**src/rtl/prod3_engine.sv**
```systemverilog
// prod3_engine: hardwired D = A*B*C responder on the start/done memory port.
// Define PROD3_ENGINE_EARLY_ZERO_EN to skip the multiply when any operand is 0.
module prod3_engine #(
  parameter int            AW        = 8,
  parameter logic [AW-1:0] OPA_ADDR  = '0,
  parameter logic [AW-1:0] PROD_ADDR = AW'(3)
) (
  input  logic          clk,
  input  logic          reset,
  input  logic          start,
  output logic          done,
  output logic [AW-1:0] mem_addr,
  input  logic [7:0]    mem_rd_data,
  output logic          mem_wr_en,
  output logic [7:0]    mem_wr_data
);

  typedef enum logic [3:0] {
    IDLE,
    RD_A,
    RD_B,
    RD_C,
    MUL1,
    MUL2,
    FIX,
    WR0,
    WR1,
    WR2,
    DONE
  } state_t;

  state_t      state;
  logic        start_q;
  logic        wr_q;
  logic [7:0]  opa;
  logic [7:0]  opb;
  logic        sgn;
  logic [15:0] mc1;
  logic [7:0]  mp1;
  logic [15:0] acc1;
  logic [23:0] mc2;
  logic [7:0]  mp2;
  logic [23:0] acc2;
  logic [2:0]  cnt;
  logic [23:0] res;

  logic [15:0] acc1_nx;
  logic [23:0] acc2_nx;
  logic [23:0] fix;

  // 8-bit magnitude; -128 maps to unsigned 128
  function automatic logic [7:0] mag(input logic [7:0] v);
    return v[7] ? (~v + 8'd1) : v;
  endfunction

  always_comb begin
    acc1_nx = mp1[0] ? (acc1 + mc1) : acc1;
    acc2_nx = mp2[0] ? (acc2 + mc2) : acc2;
    fix     = sgn ? (~res + 24'd1) : res;
  end

  // a write pending when reset arrives must not land
  assign mem_wr_en = wr_q & ~reset;

  always_ff @(posedge clk) begin
    if (reset) begin
      state       <= IDLE;
      start_q     <= 1'b1;
      done        <= 1'b0;
      wr_q        <= 1'b0;
      mem_addr    <= '0;
      mem_wr_data <= '0;
      opa         <= '0;
      opb         <= '0;
      sgn         <= 1'b0;
      mc1         <= '0;
      mp1         <= '0;
      acc1        <= '0;
      mc2         <= '0;
      mp2         <= '0;
      acc2        <= '0;
      cnt         <= '0;
      res         <= '0;
    end else begin
      start_q <= start;
      unique case (state)
        IDLE: begin
          if (start_q && !start) begin
            state    <= RD_A;
            mem_addr <= OPA_ADDR;
          end
        end
        RD_A: begin
          opa      <= mem_rd_data;
          mem_addr <= OPA_ADDR + AW'(1);
          state    <= RD_B;
        end
        RD_B: begin
          opb      <= mem_rd_data;
          mem_addr <= OPA_ADDR + AW'(2);
          state    <= RD_C;
        end
        RD_C: begin
          mc1      <= {8'h00, mag(opa)};
          mp1      <= mag(opb);
          mp2      <= mag(mem_rd_data);
          sgn      <= opa[7] ^ opb[7] ^ mem_rd_data[7];
          acc1     <= '0;
          cnt      <= '0;
          mem_addr <= '0;
`ifdef PROD3_ENGINE_EARLY_ZERO_EN
          if (opa == 8'h00 || opb == 8'h00 ||
              mem_rd_data == 8'h00) begin
            res         <= '0;
            mem_addr    <= PROD_ADDR;
            mem_wr_data <= 8'h00;
            wr_q        <= 1'b1;
            state       <= WR0;
          end else begin
            state <= MUL1;
          end
`else
          state <= MUL1;
`endif
        end
        MUL1: begin
          acc1 <= acc1_nx;
          mc1  <= mc1 << 1;
          mp1  <= mp1 >> 1;
          cnt  <= cnt + 3'd1;
          if (cnt == 3'd7) begin
            mc2   <= {8'h00, acc1_nx};
            acc2  <= '0;
            state <= MUL2;
          end
        end
        MUL2: begin
          acc2 <= acc2_nx;
          mc2  <= mc2 << 1;
          mp2  <= mp2 >> 1;
          cnt  <= cnt + 3'd1;
          if (cnt == 3'd7) begin
            res   <= acc2_nx;
            state <= FIX;
          end
        end
        FIX: begin
          res         <= fix;
          mem_addr    <= PROD_ADDR;
          mem_wr_data <= fix[7:0];
          wr_q        <= 1'b1;
          state       <= WR0;
        end
        WR0: begin
          mem_addr    <= PROD_ADDR + AW'(1);
          mem_wr_data <= res[15:8];
          state       <= WR1;
        end
        WR1: begin
          mem_addr    <= PROD_ADDR + AW'(2);
          mem_wr_data <= res[23:16];
          state       <= WR2;
        end
        WR2: begin
          wr_q        <= 1'b0;
          mem_addr    <= '0;
          mem_wr_data <= '0;
          state       <= DONE;
        end
        DONE: begin
          done <= 1'b1;
          if (done && start) begin
            done  <= 1'b0;
            state <= IDLE;
          end
        end
        default: state <= IDLE;
      endcase
    end
  end

endmodule
```
**config.mk**
```make
export PLATFORM = sky130hd
export DESIGN_NAME = prod3_engine
export DESIGN_NICKNAME = d
export VERILOG_FILES = /design/src/rtl/prod3_engine.sv
export SDC_FILE = /design/constraint.sdc
export NUM_CORES = 1
export LEC_CHECK = 0
export ABC_AREA = 1
export CORE_MARGIN = 1
export CORE_UTILIZATION = 60
export DETAILED_ROUTE_END_ITERATION = 8
export PLACE_DENSITY = 0.78
export SLEW_MARGIN = 20
export SYNTH_ARGS = -nofsm -noshare
export SYNTH_HDL_FRONTEND = slang
export SYNTH_SLANG_ARGS = --single-unit
export TNS_END_PERCENT = 20
```
**constraint.sdc**
```tcl
create_clock -name clk -period 4.1 [get_ports clk]
set_input_delay 0.615 -clock clk [delete_from_list [all_inputs] [get_ports clk]]
set_output_delay 0.615 -clock clk [all_outputs]
set_load 0.1 [all_outputs]
```
# Word level (Yosys, flattened, before mapping)
# Cells that the tools add are included.
classes:
  muxes: 27
  bitwise: 8
  eq_ne: 16
  n_addsub: 7
  n_reduce_logical: 19
op_table:
  columns: ["operator", "n"]
  rows:
  - ["$pmux W24 S2", 3]
  - ["$mux W24", 5]
  - ["$pmux W16 S2", 2]
  - ["$pmux W8 S7", 1]
  - ["$pmux W4 S11", 1]
  - ["$mux W8", 4]
  - ["$pmux W8 S2", 2]
  - ["$pmux W8 S4", 1]
  - ["$add A24 B1 Y24 const B", 1]
  - ["$add A24 B24 Y24", 1]
  - ["$add A8 B1 Y8 const B", 3]
  - ["$not A24 Y24", 1]
  - ["$not A8 Y8", 3]
  - ["$add A16 B16 Y16", 1]
  - ["$eq A4 B3 Y1 const B", 4]
  - ["$mux W16", 1]
  - ["$mux W4", 4]
  - ["$eq A4 B4 Y1 const B", 3]
  - ["$reduce_bool A2 Y1", 6]
  - ["$ne A2 B2 Y1 const B", 5]
  - ["$eq A4 B2 Y1 const B", 2]
  - ["$reduce_bool A7 Y1", 1]
  - ["$pmux W3 S2", 1]
  - ["$reduce_and A2 Y1", 3]
  - ["15 further kinds", 18]
word_totals:
  inputBits: 11
  word_cells: 95
  output_inout_bits: 18
  ff_bits: 163

# Depth between registers and ports, before layout
# Gate-level depths: netlist of the first run.
logic_depth:
  depth_word: 4
  depth_mapped: 14
  ltp_nobuf: 13

# Worst setup path before layout of the first run
# No wires, ideal clock.
synth_timing:
  path_kind: "input to output"
  start: "input port reset"
  end: "output port mem_wr_en"
  t_required_ns: 3.485
  slack_ns: 1.422
  path_buffers: 1
  path_stages: 2
  t_arrival_ns: 2.063
  path_cell_list: "clkbuf_1 > nor2_1"
synth_between:
  elab_chain_cells: 2
synth_lines:
  columns: ["element", "line_no", "source"]
  rows:
  - ["from (decl)", "9", "input logic reset,"]
  - ["$not A1 Y1", "63", "assign mem_wr_en = wr_q & ~reset;"]
  - ["$and A1 B1 Y1", "63", null]
  - ["to (decl)", "14", "output logic mem_wr_en,"]
# Every way passes these cells.

# Final worst setup path of the first run
layout_timing:
  start: "register state[0]"
  end: "register mc2[15]"
layout_between:
  elab_chain_cells: 3
  elab_cells_between_ends: 6
  classes_between: "3 x eq/ne; 1 x mux; 2 x reduce/logical"
layout_lines:
  columns: ["element", "line_no", "source"]
  rows:
  - ["from (decl)", "32", "state_t state;"]
  - ["from (signal assigned)", "67", "state <= IDLE;"]
  - ["from (signal assigned)", "89", "state <= RD_A;"]
  - ["from (signal assigned)", "96", "state <= RD_B;"]
  - ["$eq A4 B3 Y1", "86", "unique case (state)"]
  - ["$ne A2 B2 Y1 (no source line) or $reduce_bool A2 Y1 (tied branches)", null, null]
  - ["$reduce_and A2 Y1 (no source line)", null, null]
  - ["to (signal assigned)", "132", "mc2 <= {8'h00, acc1_nx};"]
  - ["to (signal assigned)", "139", "mc2 <= mc2 << 1;"]
  - ["to (decl)", "41", "logic [23:0] mc2;"]
# Several ways; a longest one is shown, not always the timed one.
# A chain may end at the register's enable or synchronous reset.

==> results.md, run 1 <==
* Status: complete, no violations
* Period utilisation layout at between 70% and 80%
* Post-CTS Repair Setup Buffers at 0
* Cells after Synth at 1,620
* Iter 0 DRT Violations at around 940
* Layout fillers at 1,515
* Seq pwr share at 43.9%
* Slew @ Worst Pin at 1.04 ns
* GR Overflow Total at 0
* Synth unique cells at 50
* DPL Wire Length at between 15,000 and 20,000 um
* Hold Buf Count CTS at 0
* CTS clk-pin slew, worst paths at roughly 0.07 ns
* R2R depth at 13
* Switching power at around 0.0012 W
* Gr usage total at between 30% and 40%
* I/O pins at 29
* Maximum vdd drop at 0.335 mV
* RSZ-0062 raised after global routing: false
* Vias in the first global route at 9,663
* Antenna Cells at 0
* Total Routed Length at ~27,000 um
* Core box area at 16,700 sq um
* Die ar. at 17,800 sq um
* Critical hold path startpoint: mem_addr[1]
* Hold Path Class: reg -> reg
* CTS H-tree depth at 4
* Ys flop type: dfxtp_1
* R2r startpoint: state[0]
* Worst Hold Depth at 2
* Net Sw Frac at a little under a third
* Achievable Freq at 334 MHz
* Flops & latches, synth at about 160
* Antenna Nets Post-Route at 0
* CTS root buffer: clkbuf_16
* Comb pwr share at 13.4%
* Yosys warning count at 0
* Synth area leaders: dfxtp_1, nand2_1, a21oi_1, inv_1, nand3_1
* Starting Density at 61.9%
* Number of setup violations in the final report at 0
* Top cells by count, synth: nand2_1, inv_1, a21oi_1, dfxtp_1, nand3_1
* Max Slew Vio Count at 0
* Worst Path Arrival at 3.28 ns
* Nets at ~1,700
* CTS tree: done
* First-pass GRT wire length at about 45,000 um
* DRT Pass-1 Iters at 5
* Post-Synthesis Cell Area at slightly above 10,000 sq um
* Final Critical Period at 3.00 ns
* Share of layout cells above drive strength 1 at around 6.0%
* Register area share after synthesis at a little under a third
* Via count of the routed design at approximately 10,000
* Share of flip-flops with an asynchronous set or reset at 0%
* Setup_tns at 0 ns
* GP Congestion at just over 0.9
* Die Y at roughly 130 um
* Post-synth EDFFs at 0
* Reg2reg end: mc2[15]
* Worst-Skew Late Latency at about 0.44 ns
* Leading area contributor after synthesis: dfxtp_1
* Largest net degree at the start of global routing at approximately 110
* Power Density at 337 nW/um^2
* DIE WIDTH at roughly 130 um
* Int Pwr at roughly 0.0026 W
* Critical Path Sink Type: flip-flop
* Share of the synthesized area in the top cell type at between 30% and 40%
* Final hold violation count at 0
* Clock share of power at 42.7%
* Type of origin of the critical path: flip-flop
* Port bufs at 23
* Crit path kind: reg -> reg
* Syn_area_per_cell at approximately 6.4 sq um
* Layout Skew at about 0.013 ns
* Critical Path RT at 4.39 ns
* R2R setup slack at roughly 1.1 ns
* Most frequent cell after synthesis: nand2_1
* Max-Cap Viols at 0
* Headroom to the max-slew limit at around 30%
* Post-CTS sizing at 0
* Drt wl/cell at roughly 15 um
* Vias per cell at ~5.7
* Remaining routing DRC violations at 0
* Num CTS Buffers at 17
* Area Overhead vs Synth at 8.17%
* Clock Tree Buf Depth at 2
* Antenna violations before repair at 0
* Critical-path maximum fanout at 37
* Setup ws final at about 1.1 ns
* Hold WS at between 0.4 and 0.5 ns
* WHS Endpoint: mem_addr[1]
* Clock Sinks at 158
* Setup WS pre-CTS at between 1 and 1.5 ns
* Leakage power at 4.94 nW
* # rows at 47
-- power groups by stage --
stage | sequential [W] | clock, W | combinational, W
global route | 0.00166 | 0.00169 | 0.000563
floorplan | 0.00168 | 0 | 0.000397
finish | 0.00165 | 0.00161 | 0.000507
CTS | 0.00165 | 0.00162 | 0.000503
global placement | 0.00168 | 0 | 0.000491
detailed placement | 0.00169 | 0 | 0.000500
-- critical path, cell delays in order, from the launching register on --
cell,delay (ns)
dfxtp_1,0.43
inv_2,0.15
nand2_1,0.10
nor2_2,0.39
buf_4,0.29
inv_2,0.09
nor2_4,0.31
inv_2,0.07
nand2_1,0.31
inv_2,0.36
nand2_1,0.15
o21ai_0,0.08
inv_1,0.05
a21oi_1,0.05
-- per-stage QoR --
stage	total power (W)	cell area, sq um	utilization (%)	cells
finish	0.00377	11200	67.0	1843
global route	0.00391	11200	67.0	1843
CTS	0.00378	11200	66.9	1843
detailed placement	0.00219	10600	63.4	1811
global placement	0.00218	10600	63.4	1811
floorplan	0.00208	10400	-	1624
-- flip-flops by register name, indices dropped and copies added (netlist names), 3 cells and up --
register and count:
mc2 24, acc1 16, acc2 24, state 4
opb 8, mp2 8, cnt 3, mp1 8
mc1 16, res 24, mem_addr 3, mem_wr_data 8
opa 8
-- layer usage --
metal  vias up  global-route usage [%]  wire, um  part of all wire, %
met5         -                       0         0                    0
met4         0                    14.5       925                  3.4
met3        67                    4.26      1670                  6.1
met2       384                    52.8     12800                   47
met1      4775                    40.0     11800                   43
li1       5270                       -         -                    -
-- final cells by class --
type | instances | area, sq um | area share (%)
Clock buffer | 17 | 425 | 3.80
Multi-Input combinational cell | 1183 | 6030 | 53.9
Tap cell | 220 | 275 | 2.46
Timing Repair Buffer | 31 | 292 | 2.61
Inverter | 219 | 832 | 7.44
Sequential cell | 158 | 3160 | 28.3
Clock inverter | 15 | 166 | 1.49
-- cell usage in the layout (no fill, tap or decap), drive strengths merged, types with 15 or more instances in the layout --
cell type and count:
xor2 17, nand2 445, a31oi 23, a21oi 158, o211ai 15, dfxtp 158, clkdlybuf4s50 22, nand3 150
o22ai 15, nor3 15, nor2 117, or2 29, inv 227, clkbuf 17, ha 44, o21ai 91
-- how the worst max path moves through the flow --
stage,start,to,slack [ns],depth (start not counted)
after global placement,state[0],mc2[15],1.24,13
after CTS,state[0],mc2[15],1.09,13
after global routing,state[0],mc2[15],0.78,13
final,state[0],mc2[15],1.10,13
after detailed placement,state[0],mc2[15],1.12,13
after floorplan,reset,mem_wr_en,1.42,2
-- cell families after synthesis --
kind of cell | after synthesis | share of synthesized area, %
buf+inv | 283 | 11.2
other cells | 1 | 0.0363
compound gates | 327 | 17.5
simple gates | 777 | 32.6
flops | 158 | 30.6
fa+ha+maj | 46 | 5.71
xor+xnor | 28 | 2.37
Power figures use the tool's default switching activity.
==> inputs of run 2 (changes only) <==
Clock period 4.1 ns to 3.15 ns, I/O delays scaled along.
==> run 2 against run 1 <==
Fmax rose by 18%. Sequential cell count stayed put. Setup slack got worse by 0.49 ns. Non-clock buffer count up 1. Critical path type unchanged. Clock-buffer cell count increased by 1.
==> results.md, run 2 (same netlist as run 1, synthesis figures left out) <==
* DRT Pass-1 Iters at 5 (unchanged)
* # rows at 47 (unchanged)
* Achievable Freq at 394 MHz (+18%)
* Worst Hold Depth at 2 (unchanged)
* Commonest non-fill, non-tap cell in the layout: nand2_1
* CTS clk-pin slew, worst paths at 0.07 ns (about the same)
* Crit-path max cell delay at 0.43 ns (about the same)
* Status: complete, no violations
* Largest net degree at the start of global routing at 90 (-16%)
* Setup ws final at 0.612 ns (-0.492 ns)
* Post-CTS Repair Setup Buffers at 0 (unchanged)
* CTS H-tree depth at 4 (unchanged)
* WHS Endpoint: state[1]
* GP Congestion at 0.986 (+5.4%)
* Layout fillers at 1,557 (+2.8%)
* Drt wl/cell at 14.6 um (-1.5%)
* CP cell instances: inv_2 -> nand2_1 -> nor2_2 -> inv_2 -> nor2_4 -> inv_2 -> nand2_1 -> inv_2 -> nand2_1 -> o21ai_0 -> inv_1 -> a21oi_1
* Antenna Cells at 0 (unchanged)
* DP Area at 10,600 sq um (-0.21%)
* Power Density at 435 nW/um^2 (+29%)
* Vias in the first global route at 9,542 (-1.3%)
* CP dominant cell by count: inv_2
* Critical hold path startpoint: reset
* Clock Tree Buf Depth at 2 (unchanged)
* DPL Wire Length at 19,400 um (-1.6%)
* Setup_tns at 0 ns (unchanged)
* Type of origin of the critical path: flip-flop
* Hold Buf Count CTS at 0 (unchanged)
* Leakage power at 4.95 nW (+0.28%)
* Max-Cap Viols at 0 (unchanged)
* Worst path slowest cell: dfxtp_1
* Seq. cell area at 3160 sq um (unchanged)
* R2R depth at 12 (-1)
* DIE WIDTH at 133 um (unchanged)
* CTS tree: done
* Sum of buffers and inverters on the critical path at 5 (-1)
* Biggest regs: acc2 x24, mc2 x24, res x24
* Maximum vdd drop at 0.448 mV (+33%)
* R2R setup slack at 0.61 ns (-0.49 ns)
* Port bufs at 23 (unchanged)
* Headroom to the max-slew limit at 34.7% (+4.5 points)
* CTS root buffer: clkbuf_16
* Antenna Nets Post-Route at 0 (unchanged)
* Num CTS Buffers at 17 (unchanged)
* Total Routed Length at 26,900 um (-1.5%)
* Reg2reg end: mc2[15]
* Slew @ Worst Pin at 0.980 ns (-0.0630 ns)
* GR Overflow Total at 0 (unchanged)
* Core box area at 16,700 sq um (unchanged)
* Critical Path Sink Type: flip-flop
* Layout Skew at 0.0113 ns (-0.00134 ns)
* Hold Path Class: in -> reg
* Period utilisation layout at 80.6% (+7.5 points)
* Most frequent cells in the layout: nand2_1, inv_1, a21oi_1, dfxtp_1, nand3_1
* Final Critical Period at 2.54 ns (-0.458 ns)
* Critical-path maximum fanout at 37 (unchanged)
* Via count of the routed design at 10,353 (-1.4%)
* Gr usage total at 31.3% (-0.16 points)
* R2r startpoint: state[0]
* RSZ-0062 raised after global routing: false
* Multi-input logic area at 6030 sq um (unchanged)
* Worst Path Arrival at 2.82 ns (-0.46 ns)
* Finished Cell Area at 11,100 sq um (-0.54%)
* Nets at 1,668 (+0.060%)
* Setup WS pre-CTS at 0.668 ns (-0.449 ns)
* Area Overhead vs Synth at 7.59%
* Post-CTS sizing at 0 (unchanged)
* Number of setup violations in the final report at 0 (unchanged)
* Antenna violations before repair at 0 (unchanged)
* First-pass GRT wire length at 45,100 um (-0.62%)
* Critical Path RT at 3.43 ns (-0.96 ns)
* I/O pins at 29 (unchanged)
* Die Y at 133 um (unchanged)
* Max Slew Vio Count at 0 (unchanged)
* Starting Density at 61.9% (unchanged)
* Crit path kind: reg -> reg
* Final total power at 0.00484 W (+28%)
* Clock Sinks at 158 (unchanged)
* Final core utilization at 66.6% (-0.36 points)
* Remaining routing DRC violations at 0 (unchanged)
* Share of layout cells above drive strength 1 at 6.72% (+0.68 points)
* Top delay family on crit path: simple AND/OR/NAND/NOR gates
* Worst-Skew Late Latency at 0.44 ns (about the same)
* Die ar. at 17,800 sq um (unchanged)
* Final hold violation count at 0 (unchanged)
* Iter 0 DRT Violations at 789 (-16%)
* Vias per cell at 5.62 (-1.4%)
[run 2: layout make-up]
class	count	area share [%]
multi-input cells	1183	54.2
flip-flops and latches	158	28.4
inverters	219	7.48
clock buffers	18	3.86
well taps	220	2.47
repair buffers	32	2.38
clock inverters	13	1.16
[run 2: stage by stage]
stage          hold slack [ns]  cells
3_5_place_dp             0.455   1812
5_1_grt                  0.366   1843
6_report                 0.360   1843
2_1_floorplan            0.429   1624
4_1_cts                  0.345   1843
3_3_place_gp             0.440   1812
[run 2: worst max-delay path by stage]
stage                        start   endpoint  depth (start not counted)  slack [ns]
after global placement    state[0]    mc2[15]                         12        0.76
after CTS                 state[0]    mc2[15]                         12        0.66
final                     state[0]    mc2[15]                         12        0.61
after detailed placement  state[0]    mc2[15]                         12        0.67
after global routing      state[0]    mc2[15]                         12        0.41
after floorplan              reset  mem_wr_en                          2        0.76
[run 2: worst reg2reg max path: cells and delay by family (launching register included)]
family	cells	cell delay (ns)
AND/OR/NAND/NOR	5	1.06
buffers and inverters	5	0.75
flip-flops	1	0.43
AO/OA/AOI/OAI	2	0.14
[run 2: metal layers]
metal	global-route usage [%]	vias to the layer above	part of all wire [%]
met5	0	-	0
met4	13.1	0	3.3
met3	5.10	52	5.6
met2	51.6	309	46
met1	40.5	4717	45
li1	-	5275	-
[run 2: where the power goes]
part,switching [W],internal [W],leakage (nW)
Combinational,0.000467,0.000190,3.41
Clock,0.000923,0.00110,0.268
Sequential,0.0000868,0.00207,1.28
